==> src/rtl/keypad_scan_debounce_pkg.sv <==
// Shared types and helpers for the keypad scanner: FSM state type plus
// small one-hot utilities used when sampling the row sense lines.
package keypad_pkg;

  // Widest row vector the helpers accept; callers zero-extend into it.
  localparam int unsigned MAX_ROWS = 32;

  typedef enum logic [2:0] {
    SCAN     = 3'd0,
    DEBOUNCE = 3'd1,
    EMIT     = 3'd2,
    HOLD     = 3'd3,
    RELEASE  = 3'd4
  } kp_state_e;

  function automatic int unsigned onehot_to_index(input logic [MAX_ROWS-1:0] v);
    int unsigned idx;
    idx = 0;
    for (int unsigned i = 0; i < MAX_ROWS; i++) begin
      if (v[i]) idx = i;
    end
    return idx;
  endfunction

  function automatic logic at_most_one(input logic [MAX_ROWS-1:0] v);
    return (v & (v - MAX_ROWS'(1))) == '0;
  endfunction

  function automatic int unsigned max3(input int unsigned a, input int unsigned b,
                                       input int unsigned c);
    int unsigned m;
    m = a;
    if (b > m) m = b;
    if (c > m) m = c;
    return m;
  endfunction

endpackage

==> src/rtl/keypad_scan_debounce_sync2.sv <==
// Two-flop synchronizer for asynchronous level inputs.
module sync2 #(
  parameter int unsigned WIDTH = 1
) (
  input  logic             clk,
  input  logic             reset_n,
  input  logic [WIDTH-1:0] d,
  output logic [WIDTH-1:0] q
);

  logic [WIDTH-1:0] meta;

  always_ff @(posedge clk) begin
    if (!reset_n) begin
      meta <= '0;
      q    <= '0;
    end else begin
      meta <= d;
      q    <= meta;
    end
  end

endmodule

==> src/rtl/keypad_scan_debounce.sv <==
// Keypad matrix scanner: column scan, press/release debounce, chord
// rejection, optional auto-repeat and a shift history of accepted codes.
module keypad_scan_debounce
  import keypad_pkg::*;
#(
  parameter int unsigned ROWS            = 4,
  parameter int unsigned COLS            = 4,
  parameter int unsigned SETTLE_CYCLES   = 4,
  parameter int unsigned DEBOUNCE_CYCLES = 500,
  parameter int unsigned REPEAT_CYCLES   = 0,
  parameter int unsigned DIGITS          = 2
) (
  input  logic                                     clk,
  input  logic                                     reset_n,
  input  logic [ROWS-1:0]                          row_in,
  output logic [COLS-1:0]                          col_drive,
  output logic                                     key_valid,
  output logic [$clog2(ROWS*COLS)-1:0]             key_code,
  output logic                                     key_held,
  output logic [DIGITS*$clog2(ROWS*COLS)-1:0]      history
);

  localparam int unsigned KW      = $clog2(ROWS * COLS);
  localparam int unsigned HW      = DIGITS * KW;
  localparam int unsigned RW      = (ROWS > 1) ? $clog2(ROWS) : 1;
  localparam int unsigned CLW     = $clog2(COLS);
  localparam int unsigned CNT_MAX = max3(SETTLE_CYCLES, DEBOUNCE_CYCLES, REPEAT_CYCLES);
  localparam int unsigned CW      = $clog2(CNT_MAX + 1);

  localparam logic [CW-1:0]  SETTLE_LAST = CW'(SETTLE_CYCLES - 1);
  localparam logic [CW-1:0]  DEB_LAST    = CW'(DEBOUNCE_CYCLES - 1);
  localparam logic [CW-1:0]  REP_LAST    = CW'((REPEAT_CYCLES > 0) ? REPEAT_CYCLES - 1 : 0);
  localparam logic [CLW-1:0] COL_LAST    = CLW'(COLS - 1);

  kp_state_e       state, state_nx;
  logic [CW-1:0]   cnt, cnt_nx;
  logic [CLW-1:0]  col_idx, col_nx, col_next;
  logic [RW-1:0]   row_idx, row_nx, sample_idx;
  logic [ROWS-1:0] rows_s, row_mask;
  logic            rows_single;
  logic            held_nx;
  logic [KW-1:0]   new_code;

  sync2 #(.WIDTH(ROWS)) u_row_sync (
    .clk     (clk),
    .reset_n (reset_n),
    .d       (row_in),
    .q       (rows_s)
  );

  assign row_mask    = ROWS'(1) << row_idx;
  assign rows_single = (rows_s != '0) && at_most_one(MAX_ROWS'(rows_s));
  assign sample_idx  = RW'(onehot_to_index(MAX_ROWS'(rows_s)));
  assign col_next    = (col_idx == COL_LAST) ? '0 : col_idx + CLW'(1);
  assign new_code    = KW'(32'(row_idx) * COLS + 32'(col_idx));

  assign col_drive = COLS'(1) << col_idx;
  assign key_valid = (state == EMIT);

  always_comb begin
    state_nx = state;
    cnt_nx   = cnt + CW'(1);
    col_nx   = col_idx;
    row_nx   = row_idx;
    held_nx  = key_held;
    unique case (state)
      SCAN: begin
        if (cnt == SETTLE_LAST) begin
          cnt_nx = '0;
          if (rows_single) begin
            state_nx = DEBOUNCE;
            row_nx   = sample_idx;
          end else begin
            col_nx = col_next;
          end
        end
      end
      DEBOUNCE: begin
        if (rows_s != row_mask) begin
          state_nx = SCAN;
          cnt_nx   = '0;
          col_nx   = col_next;
        end else if (cnt == DEB_LAST) begin
          state_nx = EMIT;
          cnt_nx   = '0;
        end
      end
      EMIT: begin
        state_nx = HOLD;
        cnt_nx   = '0;
      end
      HOLD: begin
        // The repeat counter parks at its last value while extra rows are
        // present, so the repeat fires as soon as the chord clears.
        cnt_nx = cnt;
        if (!rows_s[row_idx]) begin
          state_nx = RELEASE;
          cnt_nx   = '0;
        end else if ((REPEAT_CYCLES > 0) && (cnt == REP_LAST)) begin
          if (rows_s == row_mask) begin
            state_nx = EMIT;
            cnt_nx   = '0;
          end
        end else if (REPEAT_CYCLES > 0) begin
          cnt_nx = cnt + CW'(1);
        end
      end
      RELEASE: begin
        if (rows_s[row_idx]) begin
          state_nx = HOLD;
          cnt_nx   = '0;
        end else if (cnt == DEB_LAST) begin
          state_nx = SCAN;
          cnt_nx   = '0;
          col_nx   = col_next;
          held_nx  = 1'b0;
        end
      end
      default: begin
        state_nx = SCAN;
        cnt_nx   = '0;
      end
    endcase
  end

  always_ff @(posedge clk) begin
    if (!reset_n) begin
      state    <= SCAN;
      cnt      <= '0;
      col_idx  <= '0;
      row_idx  <= '0;
      key_code <= '0;
      key_held <= 1'b0;
      history  <= '0;
    end else begin
      state    <= state_nx;
      cnt      <= cnt_nx;
      col_idx  <= col_nx;
      row_idx  <= row_nx;
      key_held <= held_nx;
      if (state_nx == EMIT) begin
        key_code <= new_code;
        key_held <= 1'b1;
        history  <= HW'({history, new_code});
      end
    end
  end

endmodule

==> config.mk <==
export PLATFORM = sky130hd
export DESIGN_NAME = keypad_scan_debounce
export DESIGN_NICKNAME = d
export VERILOG_FILES = /design/src/rtl/keypad_scan_debounce_pkg.sv /design/src/rtl/keypad_scan_debounce_sync2.sv /design/src/rtl/keypad_scan_debounce.sv
export SDC_FILE = /design/constraint.sdc
export NUM_CORES = 1
export LEC_CHECK = 0
export ABC_AREA = 1
export CORE_MARGIN = 2
export CORE_UTILIZATION = 49
export DETAILED_ROUTE_END_ITERATION = 8
export GPL_TIMING_DRIVEN = 0
export PLACE_DENSITY_LB_ADDON = 0.05
export RECOVER_POWER = 100
export SYNTH_ARGS = -nofsm -noshare
export SYNTH_HDL_FRONTEND = slang
export SYNTH_SLANG_ARGS = --single-unit
==> constraint.sdc <==
create_clock -name clk -period 1.4 [get_ports clk]
set_input_delay 0.21 -clock clk [delete_from_list [all_inputs] [get_ports clk]]
set_output_delay 0.21 -clock clk [all_outputs]
set_load 0.005 [all_outputs]
==> impl_results.md <==
* Status: complete, but fails checks
* Failing checks: negative setup slack
* Pins over their slew limit at 0
* Most frequent cell after synthesis: nand2_1
* Hold Crit Start: u_row_sync.meta[2]
* Nets at 355
* Die area at ~4400 sq um
* Crit path launch type: flop
* Core ar. at approximately 3700 sq um
* Via count at about 1900
* Buf+Inv Stages, Crit Path at 2
* CP Capture Type: flop
* Top Ports at 24
* Worst r2r src: row_idx[0]
* Max Cap Violations at 0
* Arr. time, crit path at approximately 1700 ps
* Routability Congestion at 0.8375
* Tot GR Track Use at 0.2056
* Hold WS at 409.9 ps
* Synth Cell Area at 1898 sq um
* Distinct cell type count after synthesis at 25
* Row count at 22
* First-pass detailed-route iteration total at 4
* # fillers at between 300 and 400
* Reg2Reg Depth at 10
* Synth warn at 0
* FF/Latch Area at between 600 and 700 sq um
* Root Buffer: clkbuf_8
* DRC violations left at 0
* R2r endpoint: col_idx[0]
* Crit path largest cell delay at between 300 and 400 ps
* Crit-path cells: buf_6 -> o21ai_2 -> nand2_2 -> nand2_2 -> nor2_4 -> buf_4 -> nor2_4 -> nand3_2 -> nand2_2 -> nor2_2
* Share of synthesized registers carrying an async set or reset at 0
* CTS H-tree lvls at 2
* Area contributors post-synth: dfxtp_1 35%, nand2_1 17%, inv_1 7.3%, nor2_1 7.1%, nand3_1 4.7%
* Leading area contributor after synthesis: dfxtp_1
* EDFF count, synth at 0
* Final hold viol count at 0
* Largest net degree at the start of global routing at 11
* Cell mode on critical path: nand2_2
* Mean Syn Cell Area at ~6.5 sq um
* Max-slew headroom at 0.5859
* Unrepaired setup endpoints after global routing: yes
* Multi-input logic area at about 1200 sq um
* Hold EP: u_row_sync.q[2]
* Post-Syn Instances at 294
* Fmax at 680.1 MHz
* TritonCTS clock tree: built
* Crit Path Max Fanout at 5
* CTS buffer count at 5
* Most common flop cell mapped by yosys: dfxtp_1
* Drt total wl at between 4000 and 5000 um
* DR WL/cell at approximately 11 um
* Antenna Cells at 0
* Largest delay share family, worst path: simple AND/OR/NAND/NOR gates
* Vias in the first global route at between 1500 and 2000
* Die Wd at around 66 um
* Hold WC Path Type: reg2reg
* Worst-Skew Late Latency at around 280 ps
* Worst VDD drop at a little over 600 uV
* Final period util at 1.050
* Via-to-Cell Ratio at a little under 5
* Min Tclk post-route at ~1500 ps
* Pleak at 1.355 nW
* Pwr Total at about 2.1 mW
* Syn nets at just over 300
* WP data required at ~1600 ps
* FF+latch count, synth at 33
* Skew final at 8.245 ps
* Area fraction of the dominant cell type after synthesis at 0.3481
* Reg2Reg Setup Slack at -70 ps
* Final WS setup at -70.46 ps
* PwrDens at slightly below 800 nW/um^2
* Detail Route Antenna Nets at 0
* Detailed placement HPWL at about 2700 um
* Port bufs at 22
* Initial antenna violation count at 0
* Slowest cell on crit path: dfxtp_4
* Synth cell count leaders: 88 x nand2_1, 37 x inv_1, 36 x nor2_1, 33 x dfxtp_1, 18 x nand3_1
* Clock Sinks at 33
* Hold path cells at 2
* Number of cells on the critical path at 10
* Final core utilization at 0.7320
* Total gr overflow at 0
* First-pass GRT wire length at 7003 um
* Starting Density at 0.5146
* Fraction of layout cells with a size suffix above 1 at 0.3594
* Sequential area share after synthesis at 0.3481
* Iteration-0 DRC Markers at 80
* Die height at 66.24 um
* Final setup violation count at 10
* Least-Margin Pin Slew at roughly 620 ps
* Clock Path Buffers at 2
* CP Class: reg2reg
* Clock transition at path regs at roughly 70 ps
* Layout area overhead at 42.25%
-- worst max-delay path by stage --
stage / start / endpoint
6_report: row_idx[0] / col_idx[0]
5_1_grt: row_idx[0] / col_idx[1]
4_1_cts: cnt[0] / cnt[7]
3_5_place_dp: cnt[0] / col_idx[0]
3_3_place_gp: cnt[0] / col_idx[1]
2_1_floorplan: cnt[1] / key_code[0]
-- flip-flops by register name, summed over array words and instances, names as in the netlist --
register         flops
history              5
u_row_sync.q         4
key_code             3
u_row_sync.meta      4
state                3
key_held             1
row_idx              2
cnt                  9
col_idx              2
-- metrics by stage --
| stage | std cells | setup WS [ps] | cell area (sq um) | TNS [ps] |
|---|---|---|---|---|
| 2_1_floorplan | 294 | 25.55 | 1921 | 0 |
| 3_3_place_gp | 364 | -103.7 | 2201 | -1118 |
| 3_5_place_dp | 364 | -122.5 | 2201 | -1190 |
| 4_1_cts | 388 | -6.373 | 2482 | -6.373 |
| 5_1_grt | 393 | -124.2 | 2700 | -2094 |
| 6_report | 393 | -70.46 | 2700 | -228.7 |
-- routing by layer --
metal	wire length [um]	global-route usage	up-vias	share of wire
met5	0	0	-	0
met4	104	0.07653	0	0.023
met3	138	0.04770	9	0.031
met2	2221	0.3375	33	0.49
met1	2028	0.2604	862	0.45
li1	-	-	1007	-
-- timing repair --
action / 4_1_cts / 5_1_grt
endpoints found under the setup margin: 29 / 25
setup buffers: 14 / 3
cloned: 2 / 2
hold buffers: 0 / 0
pin swaps: 11 / 10
gates resized for setup: 36 / 61
-- worst min-delay path: stages (launching register included) --
cell and delay (ps):
dfxtp_1 290, nand2_1 50, inv_1 30
-- power breakdown --
group	internal, mW	total, mW	switching, mW
clock	0.444	0.781	0.337
combinational	0.137	0.318	0.180
sequential	0.969	0.997	0.0285
-- placed cells by master, fill, tap and decap left out, types with 2 or more instances in the layout --
cell	instances
nand2_1	70
inv_1	33
nor2_1	33
dfxtp_1	21
nand2_2	20
buf_4	20
nand3_1	13
clkdlybuf4s50_1	13
dfxtp_2	10
inv_2	9
nand3_2	9
nor2_4	9
o21ai_2	8
a21oi_1	7
clkbuf_8	7
dlygate4sd2_1	7
nand2_4	6
nor3_2	4
clkbuf_1	4
o21ai_0	4
ha_1	4
buf_6	3
nand4_1	3
nor3_1	3
a21oi_2	3
xor2_1	2
nor2_2	2
nand3_4	2
o21ai_1	2
dfxtp_4	2
-- layout make-up --
type,count,share of cell area
clock inverters,1,0.001854
inverters,45,0.06812
flip-flops and latches,33,0.2521
well taps,48,0.02224
plain buffers,10,0.02919
repair buffers,42,0.1376
clock buffers,7,0.03568
multi-input cells,207,0.4532
-- logic make-up (layout without fill, tap and decap cells) --
family | Yosys count | after routing | synth area share
XOR/XNOR | 2 | 2 | 0.009230
AO/OA/AOI/OAI | 25 | 25 | 0.06658
flip-flops | 33 | 33 | 0.3481
AND/OR/NAND/NOR | 174 | 175 | 0.4133
buffers and inverters | 55 | 105 | 0.1299
adder cells (fa/ha/maj) | 5 | 5 | 0.03296
No activity file was read; power rests on OpenSTA's default activity.
